--- src/rtl/min2_stream_acc.sv ---
// min2_stream_acc: streaming min / second-min / argmin accumulator.
// Accepts P magnitude lanes per beat, folds a row of up to DMAX entries
// into (min, min2, min_idx) and presents the result with a valid/ready
// handshake one cycle after the last beat of the row is accepted.
// Optional feature: define SIGN_PROD_EN to add per-lane sign inputs and a
// registered sign-product output (sgn) for the row.
module min2_stream_acc #(
  parameter int DATA_W = 8,
  parameter int IDX_W  = 8,
  parameter int P      = 4,
  parameter int DMAX   = 32
) (
  input  logic                clk,
  input  logic                rst,
  input  logic [IDX_W-1:0]    deg,
  input  logic                in_valid,
  output logic                in_ready,
  input  logic [DATA_W*P-1:0] in_data,
`ifdef SIGN_PROD_EN
  input  logic [P-1:0]        in_sign,
  output logic                sgn,
`endif
  output logic                out_valid,
  input  logic                out_ready,
  output logic [DATA_W-1:0]   min,
  output logic [DATA_W-1:0]   min2,
  output logic [IDX_W-1:0]    min_idx
);

  // Wide enough to hold (beat_cnt + 1) * P without wrapping.
  localparam int POS_W = IDX_W + $clog2(P + 1) + 1;

  typedef enum logic {S_FIRST, S_ACC} state_t;

  state_t            state;
  logic [IDX_W-1:0]  beat_cnt;
  logic [IDX_W-1:0]  deff_q;
  logic [DATA_W-1:0] acc_min;
  logic [DATA_W-1:0] acc_min2;
  logic [IDX_W-1:0]  acc_idx;

  logic              accept;
  logic              last_beat;
  logic [IDX_W-1:0]  deff_new;
  logic [IDX_W-1:0]  deff_cur;
  logic [POS_W-1:0]  beat_base;
  logic [POS_W-1:0]  beat_end;
  logic [P-1:0]      lane_ok;

  logic [DATA_W-1:0] nx_min;
  logic [DATA_W-1:0] nx_min2;
  logic [IDX_W-1:0]  nx_idx;
  logic              have;
  logic [POS_W-1:0]  lane_pos;
  logic [DATA_W-1:0] lane_val;

`ifdef SIGN_PROD_EN
  logic acc_sgn;
  logic nx_sgn;
`endif

  // A new beat can enter whenever the output slot is empty or being drained.
  assign accept   = in_valid && in_ready;
  assign in_ready = !out_valid || out_ready;

  // Effective degree: live deg on the first beat, the latched value after.
  always_comb begin
    // NOTE: every always_comb output gets a value on every path before any
    // conditional logic, otherwise synthesis infers a latch.
    deff_new = deg;
    if (deg == '0 || deg > IDX_W'(DMAX)) deff_new = IDX_W'(DMAX);
    deff_cur  = (state == S_FIRST) ? deff_new : deff_q;
    beat_base = POS_W'(beat_cnt) * POS_W'(P);
    beat_end  = (POS_W'(beat_cnt) + POS_W'(1)) * POS_W'(P);
    last_beat = (beat_end >= POS_W'(deff_cur));
  end

  // Fold the beat's in-range lanes, in position order, into the running
  // accumulator; a first beat starts from an empty accumulator.
  always_comb begin
    have     = (state == S_ACC);
    nx_min   = acc_min;
    nx_min2  = acc_min2;
    nx_idx   = acc_idx;
    lane_ok  = '0;
    lane_pos = '0;
    lane_val = '0;
    for (int k = 0; k < P; k++) begin
      lane_pos   = beat_base + POS_W'(k);
      lane_val   = in_data[DATA_W*k +: DATA_W];
      lane_ok[k] = (lane_pos < POS_W'(deff_cur));
      if (lane_ok[k]) begin
        if (!have) begin
          nx_min  = lane_val;
          nx_min2 = '1;
          nx_idx  = IDX_W'(lane_pos);
          have    = 1'b1;
        end else if (lane_val < nx_min) begin
          // Strict compare: an equal value keeps the earlier position as
          // min and lands in min2 through the branch below.
          nx_min2 = nx_min;
          nx_min  = lane_val;
          nx_idx  = IDX_W'(lane_pos);
        end else if (lane_val < nx_min2) begin
          nx_min2 = lane_val;
        end
      end
    end
  end

`ifdef SIGN_PROD_EN
  // Running XOR of the signs of in-range lanes.
  always_comb begin
    nx_sgn = (state == S_ACC) ? acc_sgn : 1'b0;
    for (int k = 0; k < P; k++) begin
      if (lane_ok[k]) nx_sgn = nx_sgn ^ in_sign[k];
    end
  end
`endif

  // Row FSM, accumulator and registered result with output handshake.
  always_ff @(posedge clk) begin
    // NOTE: sequential state uses non-blocking assignments so every register
    // samples pre-edge values regardless of statement order.
    if (rst) begin
      state     <= S_FIRST;
      beat_cnt  <= '0;
      deff_q    <= '0;
      acc_min   <= '0;
      acc_min2  <= '0;
      acc_idx   <= '0;
      out_valid <= 1'b0;
      min       <= '0;
      min2      <= '0;
      min_idx   <= '0;
`ifdef SIGN_PROD_EN
      acc_sgn   <= 1'b0;
      sgn       <= 1'b0;
`endif
    end else begin
      if (accept) begin
        acc_min  <= nx_min;
        acc_min2 <= nx_min2;
        acc_idx  <= nx_idx;
`ifdef SIGN_PROD_EN
        acc_sgn  <= nx_sgn;
`endif
        if (state == S_FIRST) deff_q <= deff_new;
        if (last_beat) begin
          state    <= S_FIRST;
          beat_cnt <= '0;
        end else begin
          state    <= S_ACC;
          beat_cnt <= beat_cnt + IDX_W'(1);
        end
      end

      if (accept && last_beat) begin
        out_valid <= 1'b1;
        min       <= nx_min;
        min2      <= nx_min2;
        min_idx   <= nx_idx;
`ifdef SIGN_PROD_EN
        sgn       <= nx_sgn;
`endif
      end else if (out_ready) begin
        out_valid <= 1'b0;
      end
    end
  end

endmodule

--- config.mk ---
export PLATFORM = sky130hd
export DESIGN_NAME = min2_stream_acc
export DESIGN_NICKNAME = d
export VERILOG_FILES = /design/src/rtl/min2_stream_acc.sv
export SDC_FILE = /design/constraint.sdc
export NUM_CORES = 1
export LEC_CHECK = 0
export BUFFER_PORTS_ARGS = -buffer_cell sky130_fd_sc_hd__buf_2
export CAP_MARGIN = 25
export CORE_MARGIN = 1.5
export CORE_UTILIZATION = 59
export CTS_BUF_LIST = sky130_fd_sc_hd__clkbuf_2
export CTS_CLUSTER_DIAMETER = 60
export DETAILED_ROUTE_END_ITERATION = 7
export GPL_ROUTABILITY_DRIVEN = 0
export PLACE_DENSITY = 0.8
export SLEW_MARGIN = 20
export SYNTH_ARGS = -nofsm -noshare
export SYNTH_HDL_FRONTEND = slang
export SYNTH_SLANG_ARGS = --single-unit
--- constraint.sdc ---
create_clock -name clk -period 13.2 [get_ports clk]
set_clock_uncertainty 0.1 [all_clocks]
set_input_delay 2.64 -clock clk [delete_from_list [all_inputs] [get_ports clk]]
set_output_delay 2.64 -clock clk [all_outputs]
set_load 0.005 [all_outputs]
Yosys cells after proc, flatten, opt, wreduce, memory -nomap -nowiden
Index checks and enable logic that the tools add are counted.
- bits in registers: 66
- input bits: 44
- output and inout bits: 26
- logic and storage cells: 85
- add/sub/neg operators: 5
- order comparisons: 14
- mux-type cells: 49
- reduce and logical (&&, ||, !) cells: 7
- operators by type and width (kind ; number):
    $mux W8 ; 43
    $lt A8 B8 Y1 ; 8
    $lt A11 B8 Y1 ; 3
    $add A10 B2 Y11 const B ; 2
    $add A10 B1 Y11 const B ; 1
    $ge A11 B8 Y1 ; 1
    $lt A10 B8 Y1 ; 1
    $add A8 B1 Y9 const B ; 1
    $add A8 B1 Y8 const B ; 1
    $gt A8 B6 Y1 const B ; 1
    $logic_not A8 Y1 ; 1
    $mux W1 ; 6
    $logic_and A1 B1 Y1 ; 2
    $logic_or A1 B1 Y1 ; 2
    $reduce_bool A2 Y1 ; 1
    $logic_not A1 Y1 ; 1

Longest topological paths before layout
- word-level depth: 21
- depth in mapped cells: 47
- gate-level depth less buffers: 41

Worst setup path after synthesis
No wires, ideal clock.
- path type: input-to-reg
- from: in deg[5]
- to: reg min2[7]
- library setup time: 0.132 ns
- data arrival time: 10.609 ns
- data required time: 12.968 ns
- slack: 2.359 ns
- stages: 43
- path buffers: 5
- path through: nor3_1 -> clkbuf_1 -> and3_1 -> a21oi_1 -> ha_1 -> a21o_1 -> a31o_2 -> nor3_4 -> o211a_1 -> buf_2 -> nand2_1 -> mux2i_1 -> ha_1 -> a21o_1 -> a21o_1 -> a21oi_1 -> nand2_1 -> nor2_1 -> [... 7 more ...] -> a21oi_1 -> nand3_1 -> a311oi_2 -> a21boi_4 -> nor2_4 -> buf_2 -> mux2i_1 -> ha_1 -> a21o_1 -> a21o_1 -> a21oi_1 -> o21a_1 -> a31oi_1 -> a21oi_1 -> buf_2 -> a21oi_1 -> o211ai_1 -> a21oi_1
- word-level cells in the longest chain between the ends: 21
- elaborated cells on any way between the ends: 40
- ends and longest elaborated chain (what ; RTL line ; RTL):
    from (decl) ; 15 ; input logic [IDX_W-1:0] deg,
    $gt A8 B6 Y1 / $logic_not A8 Y1 (equally long branches) ; 71 ; if (deg == '0 || deg > IDX_W'(DMAX)) deff_new = IDX_W'(DMAX);
    $logic_or A1 B1 Y1 ; 71 ;
    $mux W8 (*) ; 71 ;
    $mux W8 (*) ; - ;
    $lt A10 B8 Y1 ; 91 ; lane_ok[k] = (lane_pos < POS_W'(deff_cur));
    $mux W8 ; 92 ; if (lane_ok[k]) begin
    $lt A8 B8 Y1 ; 104 ; end else if (lane_val < nx_min2) begin
    $mux W8 ; 104 ;
    [... 5 more ...] ; - ;
    $mux W8 ; 98 ; end else if (lane_val < nx_min) begin
    $mux W8 ; 93 ; if (!have) begin
    $mux W8 ; 92 ;
    $lt A8 B8 Y1 ; 104 ;
    $mux W8 ; 104 ;
    $mux W8 ; 98 ;
    $mux W8 ; 93 ;
    $mux W8 ; 92 ;
    to (signal assigned) ; 161 ; min2 <= nx_min2;
    to (decl) ; 26 ; output logic [DATA_W-1:0] min2,
Every way passes the cells marked *; elsewhere a longest branch is shown, timed or not.
A chain may end at the register's enable or synchronous reset.

Worst setup path in the final report
- from: in deg[5]
- to: reg acc_min2[7]
- word-level cells in the longest chain between the ends: 21
- elaborated cells on any way between the ends: 38
- ends and longest elaborated chain (what ; RTL line ; RTL):
    $gt A8 B6 Y1 / $logic_not A8 Y1 (equally long branches) ; 71 ;
    $logic_or A1 B1 Y1 ; 71 ;
    $mux W8 (*) ; 71 ;
    $mux W8 (*) ; - ;
    $lt A10 B8 Y1 ; 91 ;
    $mux W8 ; 92 ;
    $lt A8 B8 Y1 ; 104 ;
    $mux W8 ; 104 ;
    [... 5 more ...] ; - ;
    $mux W8 ; 98 ;
    $mux W8 ; 93 ;
    $mux W8 ; 92 ;
    $lt A8 B8 Y1 ; 104 ;
    $mux W8 ; 104 ;
    $mux W8 ; 98 ;
    $mux W8 ; 93 ;
    $mux W8 (*) ; 92 ;
    to (signal assigned) ; 143 ; acc_min2 <= nx_min2;
    to (decl) ; 39 ; logic [DATA_W-1:0] acc_min2;
Marks and branches as above.

==> metrics.md <==
| Metric | Value |
|---|---|
| Run status | completed |
| Sequential-to-total area share from yosys stat | between 20% and 30% |
| Met3 WL | 1977 µm |
| RSZ-0062 raised after global routing | no |
| Syn. warnings | 0 |
| Maximum vdd drop | approximately 0.14 mV |
| Worst setup SP type | input port |
| Main synth FF type | dfxtp_1 |
| Final Setup Violations | 0 |
| CP endpoint kind | register |
| Routed met1 length | 7898 µm |
| Number of vias per cell | 6.722 |
| Post-synth EDFFs | 0 |
| Syn Inst Count | 798 |
| Slowest stage delay, CP | 0.83 ns |
| Top cells by area, synth | dfxtp_1 (22%), ha_1 (14%), a21oi_1 (7.7%) |
| Initial antenna violation count | 0 |
| Hold Path Class | register to register |
| Mean Syn Cell Area | roughly 7.6 µm² |
| Count of cell types in the netlist | 74 |
| Most instantiated library cell after synthesis | a21oi_1 |
| Pin count of the biggest net entering global routing | just under 70 |
| Clk buf depth | 2 |
| Post_cts resized | 0 |
| Final wirelength | 18800 µm |
| Synthesized Nets | a little over 900 |
| Number of global-route vias before repair | approximately 6000 |
| Clk_lat worst skew | about 0.55 ns |
| GRT Util Overall | around a third |
| ANT nets after route | 0 |
| FP Rows | 36 |
| First-pass GRT wire length | 30150 µm |
| Post-CTS Setup Bufs | 0 |
| Setup TNS Final | 0 ns |
| DR pass1 iterations | 6 |
| Wirelength per Cell | about 19 µm |
| Pin slew with the least headroom to its limit | 1.036 ns |
| Hold slack final | 0.3764 ns |
| Die width | 104.6 µm |
| Area leader, netlist | dfxtp_1 |
| Slowest CP cell | a21oi_1 |
| CP Class | input port to register |
| Share of cells above drive strength 1 | 12.79% |
| Total power | around 1.3 mW |
| CTS Hold Bufs | 0 |
| Routed wl met2 | around 8400 µm |
| Lkg Pwr | between 2 and 3 nW |
| # IOs | 70 |
| Total gr overflow | 0 |
| Max Cap Viol | 0 |
| Top sig layer | met4 |
| CP max FO | 16 |
| ANT cells | 0 |
| Synthesis-to-layout area growth | 8.421% |
| Crit-path most repeated cell | a21oi_1 |
| Num CTS Buffers | 9 |
| Final #Nets | 959 |
| Post-DP HPWL | 14520 µm |
| CP arrival | approximately 12 ns |
| Synth Cell Area | between 0.006 and 0.007 mm² |
| Slew margin rel. | 30.30% |
| P per Cell Area | 190.1 mW/mm² |
| Core Area | 0.009910 mm² |
| Residual DRC count | 0 |
| Worst path required time | between 10 and 15 ns |
| F_max | 82.78 MHz |
| Starting DRC count in detailed routing | between 600 and 700 |
| Vert. Die Dim | roughly 100 µm |
| Max Slew Vio Count | 0 |
| #FFs+latches synth | between 60 and 70 |
| Fin. Hold Viols | 0 |
| Reg clk slew, reported paths | 0.22 ns |
| IO Port Bufs | 69 |
| Initial core utilization | 61.48% |
| Ys async rst share | 0% |
| Die area | 0.01094 mm² |
| Total number of vias | ~6600 |
| Final Cycle Share | 91.51% |
| Yosys top cell area share | 21.69% |
| Clock Sinks | between 60 and 70 |
| Fin util | 66.65% |
| Root Buffer | clkbuf_2 |
| Top cells by count, synth | a21oi_1 (94), nor2_1 (69), ha_1 (68) |
| Crit path time final | 12.08 ns |
| TritonCTS clock tree | done |
| Htree depth | 3 |
==> cell type report <==
class                      count  area, µm²
clock buffer                   9      45.04
clock inverter                 7      61.31
fill                         832       3304
inverter                      56      210.2
multi-input combinational    641       4415
sequential                    66       1321
tap                          133      166.4
timing repair buffer          73      385.4
==> registers in the layout (all words and copies together) (netlist names), 7 cells and up, named ones only <==
| register | flops |
|---|---|
| min2 | 8 |
| min | 8 |
| acc_min | 8 |
| acc_min2 | 8 |
| beat_cnt | 8 |
| acc_idx | 8 |
| min_idx | 8 |
| deff_q | 7 |
==> layout by cell type, fill, tap and decap left out, types with 5 or more instances in the layout <==
cell type / n
o21a_1: 8
a21boi_0: 5
a21oi_1: 93
nor2b_1: 5
nor3b_1: 5
a21o_1: 18
and3_1: 7
or3_1: 21
nand4_1: 9
nand3b_1: 12
nor2_1: 69
nand2_1: 65
o211ai_1: 24
inv_1: 56
nand3_1: 17
a221oi_1: 6
ha_1: 68
dfxtp_1: 66
mux2i_1: 35
o211a_1: 6
nand2b_1: 9
nor3_1: 8
a211oi_1: 16
clkbuf_2: 9
o21ai_1: 25
o21ai_0: 35
o2111ai_1: 9
buf_2: 68
==> routing by layer <==
metal	up-vias	global-route usage, %
met4	0	11.74
li1	3069	-
met5	-	0
met1	3100	47.12
met2	402	53.10
met3	50	5.240
==> worst max-delay path: cells and delay by family <==
family                   cells  cell delay (ns)
AO/OA/AOI/OAI               23             5.80
adder cells (fa/ha/maj)      4             1.21
buffers and inverters        3             0.39
multiplexers                 2             0.91
AND/OR/NAND/NOR              8             1.37
==> cells by family (layout without fill, tap and decap cells) <==
logic type / Yosys count / in the layout / share of synthesized area [%]
compound gates: 290 / 290 / 32.14
xor+xnor: 4 / 4 / 0.5752
fa+ha+maj: 69 / 69 / 14.13
buf+inv: 91 / 145 / 5.894
flops: 66 / 66 / 21.69
mux: 35 / 35 / 5.751
simple gates: 243 / 243 / 19.82
==> path summary, 6_finish.rpt <==
path         startpoint          end  slack [ns]  cells after the start
min             min2[3]      min2[3]        0.38                      2
min reg2reg     min2[3]      min2[3]        0.38                      2
max reg2reg       state  acc_min2[7]        2.63                     39
max              deg[5]  acc_min2[7]        1.12                     40
==> where the power goes <==
| group | internal (mW) | switching [mW] |
|---|---|---|
| registers | 0.229 | 0.0311 |
| clock network | 0.0280 | 0.0891 |
| logic | 0.303 | 0.576 |
==> through the flow <==
stage,setup WS (ns),instance area [µm²],cells
final,1.120,6605,985
after global routing,0.4717,6605,985
after CTS,1.229,6584,984
after detailed placement,0.7039,6477,968
after global placement,1.082,6477,968
after floorplan,2.359,6092,798
Power figures use the tool's default switching activity.
